## config.mk

```make
export PLATFORM = sky130hd
export DESIGN_NAME = seq_tx_1101_flat
export DESIGN_NICKNAME = d
export VERILOG_FILES = /design/src/rtl/seq_tx_1101_if.sv /design/src/rtl/seq_tx_1101.sv /design/src/flat_wrapper.sv
export SDC_FILE = /design/constraint.sdc
export NUM_CORES = 1
export LEC_CHECK = 0
export BUFFER_PORTS_ARGS = -buffer_cell sky130_fd_sc_hd__buf_2
export CAP_MARGIN = 20
export CORE_MARGIN = 1.5
export CORE_UTILIZATION = 58
export DETAILED_ROUTE_END_ITERATION = 8
export HOLD_SLACK_MARGIN = 0.03
export PLACE_DENSITY = 0.77
export SYNTH_ARGS = -nofsm -noshare
export SYNTH_HDL_FRONTEND = slang
export SYNTH_SLANG_ARGS = --single-unit
```

## constraint.sdc

```tcl
create_clock -name clk -period 5.9 [get_ports clk]
set_input_delay 0.295 -clock clk [delete_from_list [all_inputs] [get_ports clk]]
set_output_delay 0.295 -clock clk [all_outputs]
set_load 0.02 [all_outputs]
```

## src/rtl/seq_tx_1101_if.sv

```systemverilog
// Handshake and serial-output bundle for the 1101 sync-pattern frame transmitter.
interface seq_tx_1101_if #(
  parameter int DATA_W = 8
);
  logic              start;
  logic [DATA_W-1:0] data;
  logic              ready;
  logic              y;
  logic              busy;
  logic              done;

  modport master (output start, data, input ready, y, busy, done);
  modport slave  (input start, data, output ready, y, busy, done);
endinterface

```

## src/rtl/seq_tx_1101.sv

```systemverilog
// Serial frame transmitter: sync word 1101, DATA_W payload bits MSB-first, then GAP idle zeros.
// y/busy/done are registered and describe the bit currently on the line.
module seq_tx_1101 #(
  parameter int DATA_W = 8,
  parameter int GAP    = 2
) (
  input  logic         clk,
  input  logic         reset,
  seq_tx_1101_if.slave bus
);
  localparam int MAX_LEN = (DATA_W > GAP) ? ((DATA_W > 4) ? DATA_W : 4)
                                          : ((GAP > 4) ? GAP : 4);
  localparam int CNT_W = $clog2(MAX_LEN + 1);

  localparam logic [1:0] S_IDLE = 2'd0;
  localparam logic [1:0] S_SYNC = 2'd1;
  localparam logic [1:0] S_DATA = 2'd2;
  localparam logic [1:0] S_GAP  = 2'd3;

  localparam logic [3:0]       SYNC_WORD   = 4'b1101;
  localparam logic [CNT_W-1:0] CNT_ONE     = CNT_W'(1);
  localparam logic [CNT_W-1:0] SYNC_LAST   = CNT_W'(3);
  localparam logic [CNT_W-1:0] DATA_LAST   = CNT_W'(DATA_W - 1);
  localparam logic [CNT_W-1:0] DATA_PENULT = CNT_W'(DATA_W - 2);
  localparam logic [CNT_W-1:0] GAP_LAST    = CNT_W'(GAP - 1);
  localparam logic [CNT_W-1:0] GAP_PENULT  = CNT_W'(GAP - 2);
  // A one-bit payload with no gap makes the very first data bit the frame's last bit.
  localparam logic DONE_FIRST_DATA = (GAP == 0) && (DATA_W == 1);

  logic [1:0]        state;
  logic [CNT_W-1:0]  cnt;
  logic [DATA_W-1:0] shreg;
  logic              y_q;
  logic              busy_q;
  logic              done_q;

  always_ff @(posedge clk) begin
    if (reset) begin
      state  <= S_IDLE;
      cnt    <= '0;
      shreg  <= '0;
      y_q    <= 1'b0;
      busy_q <= 1'b0;
      done_q <= 1'b0;
    end else begin
      case (state)
        S_IDLE: begin
          y_q    <= 1'b0;
          busy_q <= 1'b0;
          done_q <= 1'b0;
          cnt    <= '0;
          if (bus.start) begin
            state  <= S_SYNC;
            shreg  <= bus.data;
            y_q    <= SYNC_WORD[3];
            busy_q <= 1'b1;
          end
        end
        S_SYNC: begin
          if (cnt == SYNC_LAST) begin
            state  <= S_DATA;
            cnt    <= '0;
            y_q    <= shreg[DATA_W-1];
            shreg  <= shreg << 1;
            done_q <= DONE_FIRST_DATA;
          end else begin
            cnt <= cnt + CNT_ONE;
            y_q <= SYNC_WORD[2'd2 - cnt[1:0]];
          end
        end
        S_DATA: begin
          if (cnt == DATA_LAST) begin
            cnt <= '0;
            y_q <= 1'b0;
            if (GAP == 0) begin
              state  <= S_IDLE;
              busy_q <= 1'b0;
              done_q <= 1'b0;
            end else begin
              state  <= S_GAP;
              done_q <= (GAP == 1);
            end
          end else begin
            cnt    <= cnt + CNT_ONE;
            y_q    <= shreg[DATA_W-1];
            shreg  <= shreg << 1;
            done_q <= (GAP == 0) && (cnt == DATA_PENULT);
          end
        end
        S_GAP: begin
          y_q <= 1'b0;
          if (cnt == GAP_LAST) begin
            state  <= S_IDLE;
            cnt    <= '0;
            busy_q <= 1'b0;
            done_q <= 1'b0;
          end else begin
            cnt    <= cnt + CNT_ONE;
            done_q <= (cnt == GAP_PENULT);
          end
        end
        default: begin
          state  <= S_IDLE;
          cnt    <= '0;
          y_q    <= 1'b0;
          busy_q <= 1'b0;
          done_q <= 1'b0;
        end
      endcase
    end
  end

  assign bus.ready = (state == S_IDLE);
  assign bus.y     = y_q;
  assign bus.busy  = busy_q;
  assign bus.done  = done_q;
endmodule

```

## src/flat_wrapper.sv

```systemverilog
// flat-port wrapper written by rule: the top's interface ports become plain ports
module seq_tx_1101_flat 
#(
  parameter int DATA_W = 8,
  parameter int GAP    = 2
)
  (clk, reset, bus_start, bus_data, bus_ready, bus_y, bus_busy, bus_done);
  seq_tx_1101_if #(.DATA_W(DATA_W)) bus_i ();
  input  logic clk;
  input  logic reset;
  input wire logic [$bits(bus_i.start)-1:0] bus_start;
  input wire logic [$bits(bus_i.data)-1:0] bus_data;
  output wire logic [$bits(bus_i.ready)-1:0] bus_ready;
  output wire logic [$bits(bus_i.y)-1:0] bus_y;
  output wire logic [$bits(bus_i.busy)-1:0] bus_busy;
  output wire logic [$bits(bus_i.done)-1:0] bus_done;
  assign bus_i.start = bus_start;
  assign bus_i.data = bus_data;
  assign bus_ready = bus_i.ready;
  assign bus_y = bus_i.y;
  assign bus_busy = bus_i.busy;
  assign bus_done = bus_i.done;
  seq_tx_1101 #(.DATA_W(DATA_W), .GAP(GAP)) u_core (.clk(clk), .reset(reset), .bus(bus_i));
endmodule
```

==> impl_metrics.env, run 1 <==
export IMPL_dieArea_um2=1880
export IMPL_clk_pin_slew_ps=100
export IMPL_p_leak_nw=0.461
export IMPL_post_cts_buffers=0
export IMPL_r2r_start="u_core.state[0]"
export IMPL_setup_violations=0
export IMPL_coreArea_um2=1520
export IMPL_overflow=0
export IMPL_root_buffer="clkbuf_4"
export IMPL_worstSetupEndpointType="flip-flop"
export IMPL_ys_ff_latch=17
export IMPL_antenna_found_initial=0
export IMPL_ys_warn_count=0
export IMPL_grt_pass1_wl_mm=3.04
export IMPL_antenna_cells=0
export IMPL_port_buffers=14
export IMPL_avgRoutedWirePerCell_um=13.6
export IMPL_fmax_mhz=464
export IMPL_netlist_top_cells_count="dfxtp_1 (17), nor2_1 (15), ha_1 (9), mux2i_1 (9)"
export IMPL_die_w_um=43.4
export IMPL_grt_total_usage=0.213
export IMPL_drt_first_pass_iters=4
export IMPL_synth_seq_area_share=0.359
export IMPL_ff2ff_setup_slack_ps=3740
export IMPL_synth_most_common_cell="dfxtp_1"
export IMPL_maxSlewHeadroom=0.590
export IMPL_whs_ps=280
export IMPL_netlist_area_um2=947
export IMPL_syn2layout_area_growth_pct=10.2
export IMPL_vias=774
export IMPL_critical_path_arrival_ps=2370
export IMPL_postSynthAreaPerCell_um2=9.66
export IMPL_worstPathRequired_ps=6110
export IMPL_cts_tree="yes"
export IMPL_hp_class="in2reg"
export IMPL_synth_edff_count=0
export IMPL_holdCritStartpoint="bus_data[0]"
export IMPL_drtIter0Drc=19
export IMPL_seqCellArea_um2=340
export IMPL_synth_ff_type="dfxtp_1"
export IMPL_synth_area_leaders="dfxtp_1 (36%), ha_1 (12%), mux2i_1 (9.5%)"
export IMPL_numCtsBuffers=3
export IMPL_period_share=0.366
export IMPL_rsz0062_at_grt="no"
export IMPL_clkLatencyLatePin_ps=290
export IMPL_io_pins=15
export IMPL_cp_startpoint="u_core.state[0]"
export IMPL_synthCells=98
export IMPL_multiInputGateArea_um2=564
export IMPL_dp_cells=125
export IMPL_grt_pass1_vias=692
export IMPL_grt_start_max_net_pins=17
export IMPL_drc=0
export IMPL_synth_area_leader_cell="dfxtp_1"
export IMPL_worstPathMaxFanout=16
export IMPL_tns_ps=0
export IMPL_htreeDepth=1
export IMPL_gp_congestion=0.840
export IMPL_synthArstFlopShare=0
export IMPL_powerDensity_nw_per_um2=470
export IMPL_hpwl_mm=1.36
export IMPL_drive_gt1_frac=0.186
export IMPL_hold_viol=0
export IMPL_fin_crit_ps=2160
export IMPL_ir_worst_vdd_uv=248
export IMPL_fillerInstances=125
export IMPL_synth_distinct_cells=33
export IMPL_nets=134
export IMPL_via_per_inst=6.00
export IMPL_start_util=0.622
export IMPL_yosys_area_top_type_share=0.359
export IMPL_drv_cap=0
export IMPL_status="finished, final reports clean"
export IMPL_wl_mm=1.75
export IMPL_cts_path_max_buffers=2
export IMPL_cts_resized=0
export IMPL_crit_type="reg2reg"
export IMPL_slew_viol_final=0
export IMPL_fin_skew_ps=2.28
export IMPL_worst_slew_pin_slew_ps=613
export IMPL_fp_row_count=14
export IMPL_start_kind="flip-flop"
export IMPL_antenna_left=0
export IMPL_die_h_um=43.4
export IMPL_postCtsHoldBufs=0
export IMPL_cts_sinks=17
export IMPL_syn_num_nets=118
export IMPL_fin_cells=129
stage by stage:
step                      instance area, um^2  worst slack [ps]   util  power (mW)
after floorplan                           947              4060      -       0.387
after global placement                   1020              3810  0.667       0.423
after detailed placement                 1020              3740  0.667       0.431
after CTS                                1040              3730  0.685       0.492
after global routing                     1040              3540  0.685       0.529
final                                    1040              3740  0.685       0.491
cell type report:
cell class / count / share of cell area
multi-input cells: 72 / 0.541
flip-flops and latches: 17 / 0.326
repair buffers: 14 / 0.0671
clock buffers: 4 / 0.0252
inverters: 6 / 0.0216
well taps: 16 / 0.0192
sequential cells by signal (all words and copies together) (netlist names):
signal,flops
u_core.bus.busy,1
u_core.shreg,8
u_core.cnt,4
u_core.bus.y,1
u_core.bus.done,1
u_core.state,2
cells in the final DEF, fill, tap and decap left out, types with 3 or more instances in the layout:
master,synthesis,layout
dfxtp_1,17,17
nor2_1,15,15
buf_2,1,14
mux2i_1,9,9
ha_1,9,9
inv_1,6,6
a211oi_1,6,6
nor2b_1,3,3
nand2_1,3,3
clkbuf_4,0,3
routing by layer:
| layer | track usage | part of all wire | vias to the layer above |
|---|---|---|---|
| met4 | 0.0909 | 0.011 | 0 |
| met5 | 0 | 0 | - |
| met3 | 0.0250 | 0.050 | 4 |
| li1 | - | - | 382 |
| met1 | 0.309 | 0.48 | 362 |
| met2 | 0.322 | 0.46 | 26 |
path summary, 6_finish.rpt:
kind	to	cells after the start
hold reg to reg	u_core.shreg[0]	2
setup reg to reg	u_core.shreg[4]	6
hold / removal	u_core.shreg[0]	3
setup / recovery	u_core.shreg[4]	6
worst max-delay path, stage by stage, from the launching register on:
cell,delay (ps)
dfxtp_1,390
inv_1,100
ha_1,550
mux2i_1,180
a211oi_4,530
nor2_1,80
a211oi_1,230
power by group:
group | switching, mW | internal (mW)
Sequential | 0.0227 | 0.153
Clock | 0.0378 | 0.0263
Combinational | 0.142 | 0.109
kinds of logic (layout without fill, tap and decap cells):
family | count (synthesis) | count (layout) | share of synthesized area
AO/OA/AOI/OAI | 20 | 20 | 0.181
XOR/XNOR | 1 | 1 | 0.00925
adder cells (fa/ha/maj) | 9 | 9 | 0.119
buffers and inverters | 9 | 24 | 0.0449
flip-flops | 17 | 17 | 0.359
multiplexers | 9 | 9 | 0.0951
AND/OR/NAND/NOR | 33 | 33 | 0.192
No activity file was read; power rests on OpenSTA's default activity.
==> inputs of run 2 (changes only) <==
CORE_UTILIZATION = 54   (was 58)
PLACE_DENSITY = 0.73   (was 0.77)
clock period = 2.2 ns   (was 5.9 ns; I/O delays follow)
==> run 2 against run 1 <==
Effect of this change:
- design area rose by 1.6%
- wire length rose by 4.4%
- first-iteration DRC count fell by 47%
- die area rose by 6.9%
- hold slack got worse by 210 ps
- critical path type unchanged
- largest cell class unchanged
- largest power group unchanged
==> impl_metrics.env, run 2 (synthesized netlist as in run 1, its figures left out) <==
export IMPL_worst_slew_pin_slew_ps=311
export IMPL_drive_gt1_frac=0.209
export IMPL_clkLatencyLatePin_ps=310
export IMPL_start_kind="flip-flop"
export IMPL_crit_type="reg2reg"
export IMPL_rsz0062_at_grt="no"
export IMPL_fin_skew_ps=5.53
export IMPL_drv_cap=0
export IMPL_overflow=0
export IMPL_tns_ps=0
export IMPL_final_cell_mix="dfxtp_1 (17), nor2_1 (15), buf_2 (14)"
export IMPL_fin_util=0.672
export IMPL_nets=136
export IMPL_wl_mm=1.83
export IMPL_coreArea_um2=1580
export IMPL_antenna_left=0
export IMPL_critical_path_arrival_ps=2260
export IMPL_p_leak_nw=0.473
export IMPL_ir_worst_vdd_uv=660
export IMPL_htreeDepth=1
export IMPL_critical_path_max_stage_delay_ps=500
export IMPL_grt_total_usage=0.214
export IMPL_vias=774
export IMPL_setup_violations=0
export IMPL_reg_largest_list="u_core.shreg x8, u_core.cnt x4, u_core.state x2"
export IMPL_top_register="u_core.shreg"
export IMPL_grt_pass1_wl_mm=3.08
export IMPL_maxSlewHeadroom=0.793
export IMPL_setup_ws_ps=156
export IMPL_fmax_mhz=489
export IMPL_slew_viol_final=0
export IMPL_fin_crit_ps=2040
export IMPL_cts_path_max_buffers=2
export IMPL_p_total_mw=1.37
export IMPL_io_pins=15
export IMPL_dieArea_um2=2010
export IMPL_worstPathRequired_ps=2420
export IMPL_post_cts_buffers=0
export IMPL_post_place_ws_ps=195
export IMPL_hp_class="in2reg"
export IMPL_die_h_um=44.9
export IMPL_drtIter0Drc=10
export IMPL_period_share=0.929
export IMPL_layout_commonest_cell="dfxtp_1"
export IMPL_cts_resized=0
export IMPL_fp_row_count=14
export IMPL_grt_start_max_net_pins=17
export IMPL_largest_register_ffs=8
export IMPL_crit_chain="inv_1 > ha_1 > and2b_1 > a2111o_1 > or4_1 > o31ai_1"
export IMPL_slowest_stage="or4_1"
export IMPL_worstPathMaxFanout=5
export IMPL_drc=0
export IMPL_syn2layout_area_growth_pct=11.9
export IMPL_cts_sinks=17
export IMPL_status="finished, final reports clean"
export IMPL_antenna_found_initial=0
export IMPL_via_per_inst=5.91
export IMPL_root_buffer="clkbuf_4"
export IMPL_hpwl_mm=1.34
export IMPL_numCtsBuffers=3
export IMPL_clk_pin_slew_ps=110
export IMPL_hold_viol=0
export IMPL_antenna_cells=0
export IMPL_die_w_um=44.9
export IMPL_avgRoutedWirePerCell_um=14.0
export IMPL_cts_tree="yes"
export IMPL_powerDensity_nw_per_um2=1290
export IMPL_drt_first_pass_iters=4
export IMPL_port_buffers=14
export IMPL_start_util=0.601
export IMPL_worstSetupEndpointType="flip-flop"
export IMPL_postCtsHoldBufs=0
export IMPL_grt_pass1_vias=711
export IMPL_gp_congestion=0.757
## run 2: changes by cell type in the layout (fill, tap and decap cells not counted), sizes merged
| cell | change |
|---|---|
| clkinv | +1 |
| clkbuf | -1 |
| buf | +2 |
## run 2: path summary, 6_finish.rpt
kind                        start         endpoint  slack (ps)  cells past startpoint
setup / recovery  u_core.state[1]  u_core.state[0]         160                      6
hold / removal        bus_data[0]  u_core.shreg[0]          70                      3
setup reg to reg  u_core.state[1]  u_core.state[0]         160                      6
hold reg to reg   u_core.shreg[0]  u_core.shreg[0]         490                      2
## run 2: critical path, delay by kind of cell (launching register included)
| kind | cells | cell delay (ps) |
|---|---|---|
| flip-flops | 1 | 380 |
| AO/OA/AOI/OAI | 2 | 500 |
| adder cells (fa/ha/maj) | 1 | 270 |
| AND/OR/NAND/NOR | 2 | 700 |
| buffers and inverters | 1 | 100 |
## run 2: power breakdown
group,switching (mW),total [mW],leakage [nW],internal (mW)
registers,0.0584,0.467,0.140,0.409
clock network,0.110,0.178,0.0177,0.0680
logic,0.405,0.723,0.316,0.318
## run 2: layer usage
metal,track usage,wire length (um)
met1,0.273,829
met2,0.342,890
met3,0.0240,62
met4,0.141,49
met5,0,0
## run 2: layout make-up
cell class              instances  area [um^2]
clock inverters                 1         5.00
flip-flops and latches         17          340
clock buffers                   3         22.5
well taps                      16         20.0
fillers                       140          517
inverters                       6         22.5
repair buffers                 16         85.1
multi-input cells              72          564
## run 2: stage by stage
step                hold slack [ps]  cells  area [um^2]
finish                         66.7    131         1060
global route                   88.7    131         1060
CTS                            67.7    131         1060
detailed placement              397    127         1030
global placement                382    127         1030
floorplan                       189     98          947
==> inputs of run 3 (changes only) <==
CELL_PAD_IN_SITES_DETAIL_PLACEMENT = 1   (was unset)
CELL_PAD_IN_SITES_GLOBAL_PLACEMENT = 1   (was unset)
CORE_UTILIZATION = 41   (was 54)
PLACE_DENSITY = 0.72   (was 0.73)
==> run 3 against run 2 <==
Effect of this change:
- die area grew 29%
- non-clock buffer count unchanged
- clock skew decreased by 3.8 ps
- design area up 1.4%
- critical endpoint is now u_core.state[1]
- highest routed layer unchanged
==> impl_metrics.env, run 3 (synthesized netlist as in run 1, its figures left out) <==
export IMPL_antenna_left=0
export IMPL_drive_gt1_frac=0.209
export IMPL_htreeDepth=1
export IMPL_hold_viol=0
export IMPL_drtIter0Drc=4
export IMPL_clkLatencyLatePin_ps=290
export IMPL_vias=766
export IMPL_grt_start_max_net_pins=17
export IMPL_drc=0
export IMPL_start_util=0.432
export IMPL_antenna_cells=0
export IMPL_via_per_inst=5.36
export IMPL_powerDensity_nw_per_um2=1260
export IMPL_root_buffer="clkbuf_4"
export IMPL_tns_ps=0
export IMPL_fin_skew_ps=1.69
export IMPL_clk_pin_slew_ps=100
export IMPL_worstPathRequired_ps=2410
export IMPL_largest_register_ffs=8
export IMPL_p_total_mw=1.35
export IMPL_port_buffers=14
export IMPL_dieArea_um2=2610
export IMPL_nets=136
export IMPL_critical_path_arrival_ps=2230
export IMPL_syn2layout_area_growth_pct=13.5
export IMPL_die_h_um=51.1
export IMPL_maxSlewHeadroom=0.788
export IMPL_status="finished, final reports clean"
export IMPL_grt_total_usage=0.176
export IMPL_layout_commonest_cell="dfxtp_1"
export IMPL_io_pins=15
export IMPL_cts_resized=0
export IMPL_cts_path_max_buffers=2
export IMPL_setup_violations=0
export IMPL_slew_viol_final=0
export IMPL_gp_congestion=0.733
export IMPL_avgRoutedWirePerCell_um=13.7
export IMPL_fillerInstances=272
export IMPL_period_share=0.918
export IMPL_drt_first_pass_iters=3
export IMPL_antenna_found_initial=0
export IMPL_hpwl_mm=1.47
export IMPL_ir_worst_vdd_uv=573
export IMPL_p_leak_nw=0.473
export IMPL_fin_crit_ps=2020
export IMPL_hp_class="in2reg"
export IMPL_worst_slew_pin_slew_ps=318
export IMPL_crit_type="reg2reg"
export IMPL_top_register="u_core.shreg"
export IMPL_grt_pass1_vias=703
export IMPL_worstPathMaxFanout=5
export IMPL_start_kind="flip-flop"
export IMPL_fp_row_count=17
export IMPL_fmax_mhz=495
export IMPL_coreArea_um2=2190
export IMPL_wl_mm=1.96
export IMPL_overflow=0
export IMPL_final_cell_mix="dfxtp_1 (17), nor2_1 (15), buf_2 (14)"
export IMPL_worstSetupEndpointType="flip-flop"
export IMPL_cts_sinks=17
export IMPL_die_w_um=51.1
export IMPL_multiInputGateArea_um2=564
export IMPL_grt_pass1_wl_mm=3.40
export IMPL_rsz0062_at_grt="no"
export IMPL_post_cts_buffers=0
export IMPL_reg_largest_list="u_core.shreg x8, u_core.cnt x4, u_core.state x2"
export IMPL_cts_tree="yes"
export IMPL_seqCellArea_um2=340
export IMPL_postCtsHoldBufs=0
export IMPL_drv_cap=0
export IMPL_numCtsBuffers=3
## run 3: cell counts in the layout (fill, tap and decap cells not counted)
Identical to the previous run, type by type.
## run 3: path summary, 6_finish.rpt
| check | start | endpoint | slack [ps] | cells after the start |
|---|---|---|---|---|
| worst min-delay path | bus_data[0] | u_core.shreg[0] | 90 | 3 |
| worst max register to register | u_core.state[1] | u_core.state[1] | 180 | 6 |
| worst min register to register | u_core.shreg[0] | u_core.shreg[0] | 480 | 2 |
| worst max-delay path | u_core.state[1] | u_core.state[1] | 180 | 6 |
## run 3: metrics by stage
stage | hold WS, ps | instances | setup slack, ps | cell area (um^2) | utilization
after floorplan | 189 | 98 | 358 | 947 | -
after global placement | 385 | 139 | 294 | 1050 | 0.478
after detailed placement | 412 | 139 | 217 | 1050 | 0.478
after CTS | 84.7 | 143 | 175 | 1070 | 0.491
after global routing | 116 | 143 | 61.9 | 1070 | 0.491
final | 90.4 | 143 | 179 | 1070 | 0.491
## run 3: layer usage
metal | wire (um) | part of all wire | GRT usage | vias up
met3 | 70 | 0.036 | 0.0380 | 2
met1 | 946 | 0.48 | 0.236 | 363
met5 | 0 | 0 | 0 | -
li1 | - | - | - | 389
met4 | 16 | 0.0081 | 0.0811 | 0
met2 | 930 | 0.47 | 0.268 | 12
## run 3: power breakdown
| part | total, mW | leakage (nW) | switching (mW) | internal, mW |
|---|---|---|---|---|
| Clock | 0.169 | 0.0177 | 0.102 | 0.0676 |
| Sequential | 0.467 | 0.140 | 0.0580 | 0.409 |
| Combinational | 0.717 | 0.316 | 0.398 | 0.319 |
## run 3: critical path, stage by stage (launching register included)
cell      delay (ps)
dfxtp_1          370
inv_1            100
ha_1             280
and2b_1          210
a2111o_1         410
or4b_1           480
o31ai_1           80
## run 3: area by class of cell
cell class / count / share of cell area
inverters: 6 / 0.0210
repair buffers: 16 / 0.0792
flip-flops and latches: 17 / 0.317
clock buffers: 3 / 0.0210
clock inverters: 1 / 0.00466
multi-input cells: 72 / 0.525
well taps: 28 / 0.0326
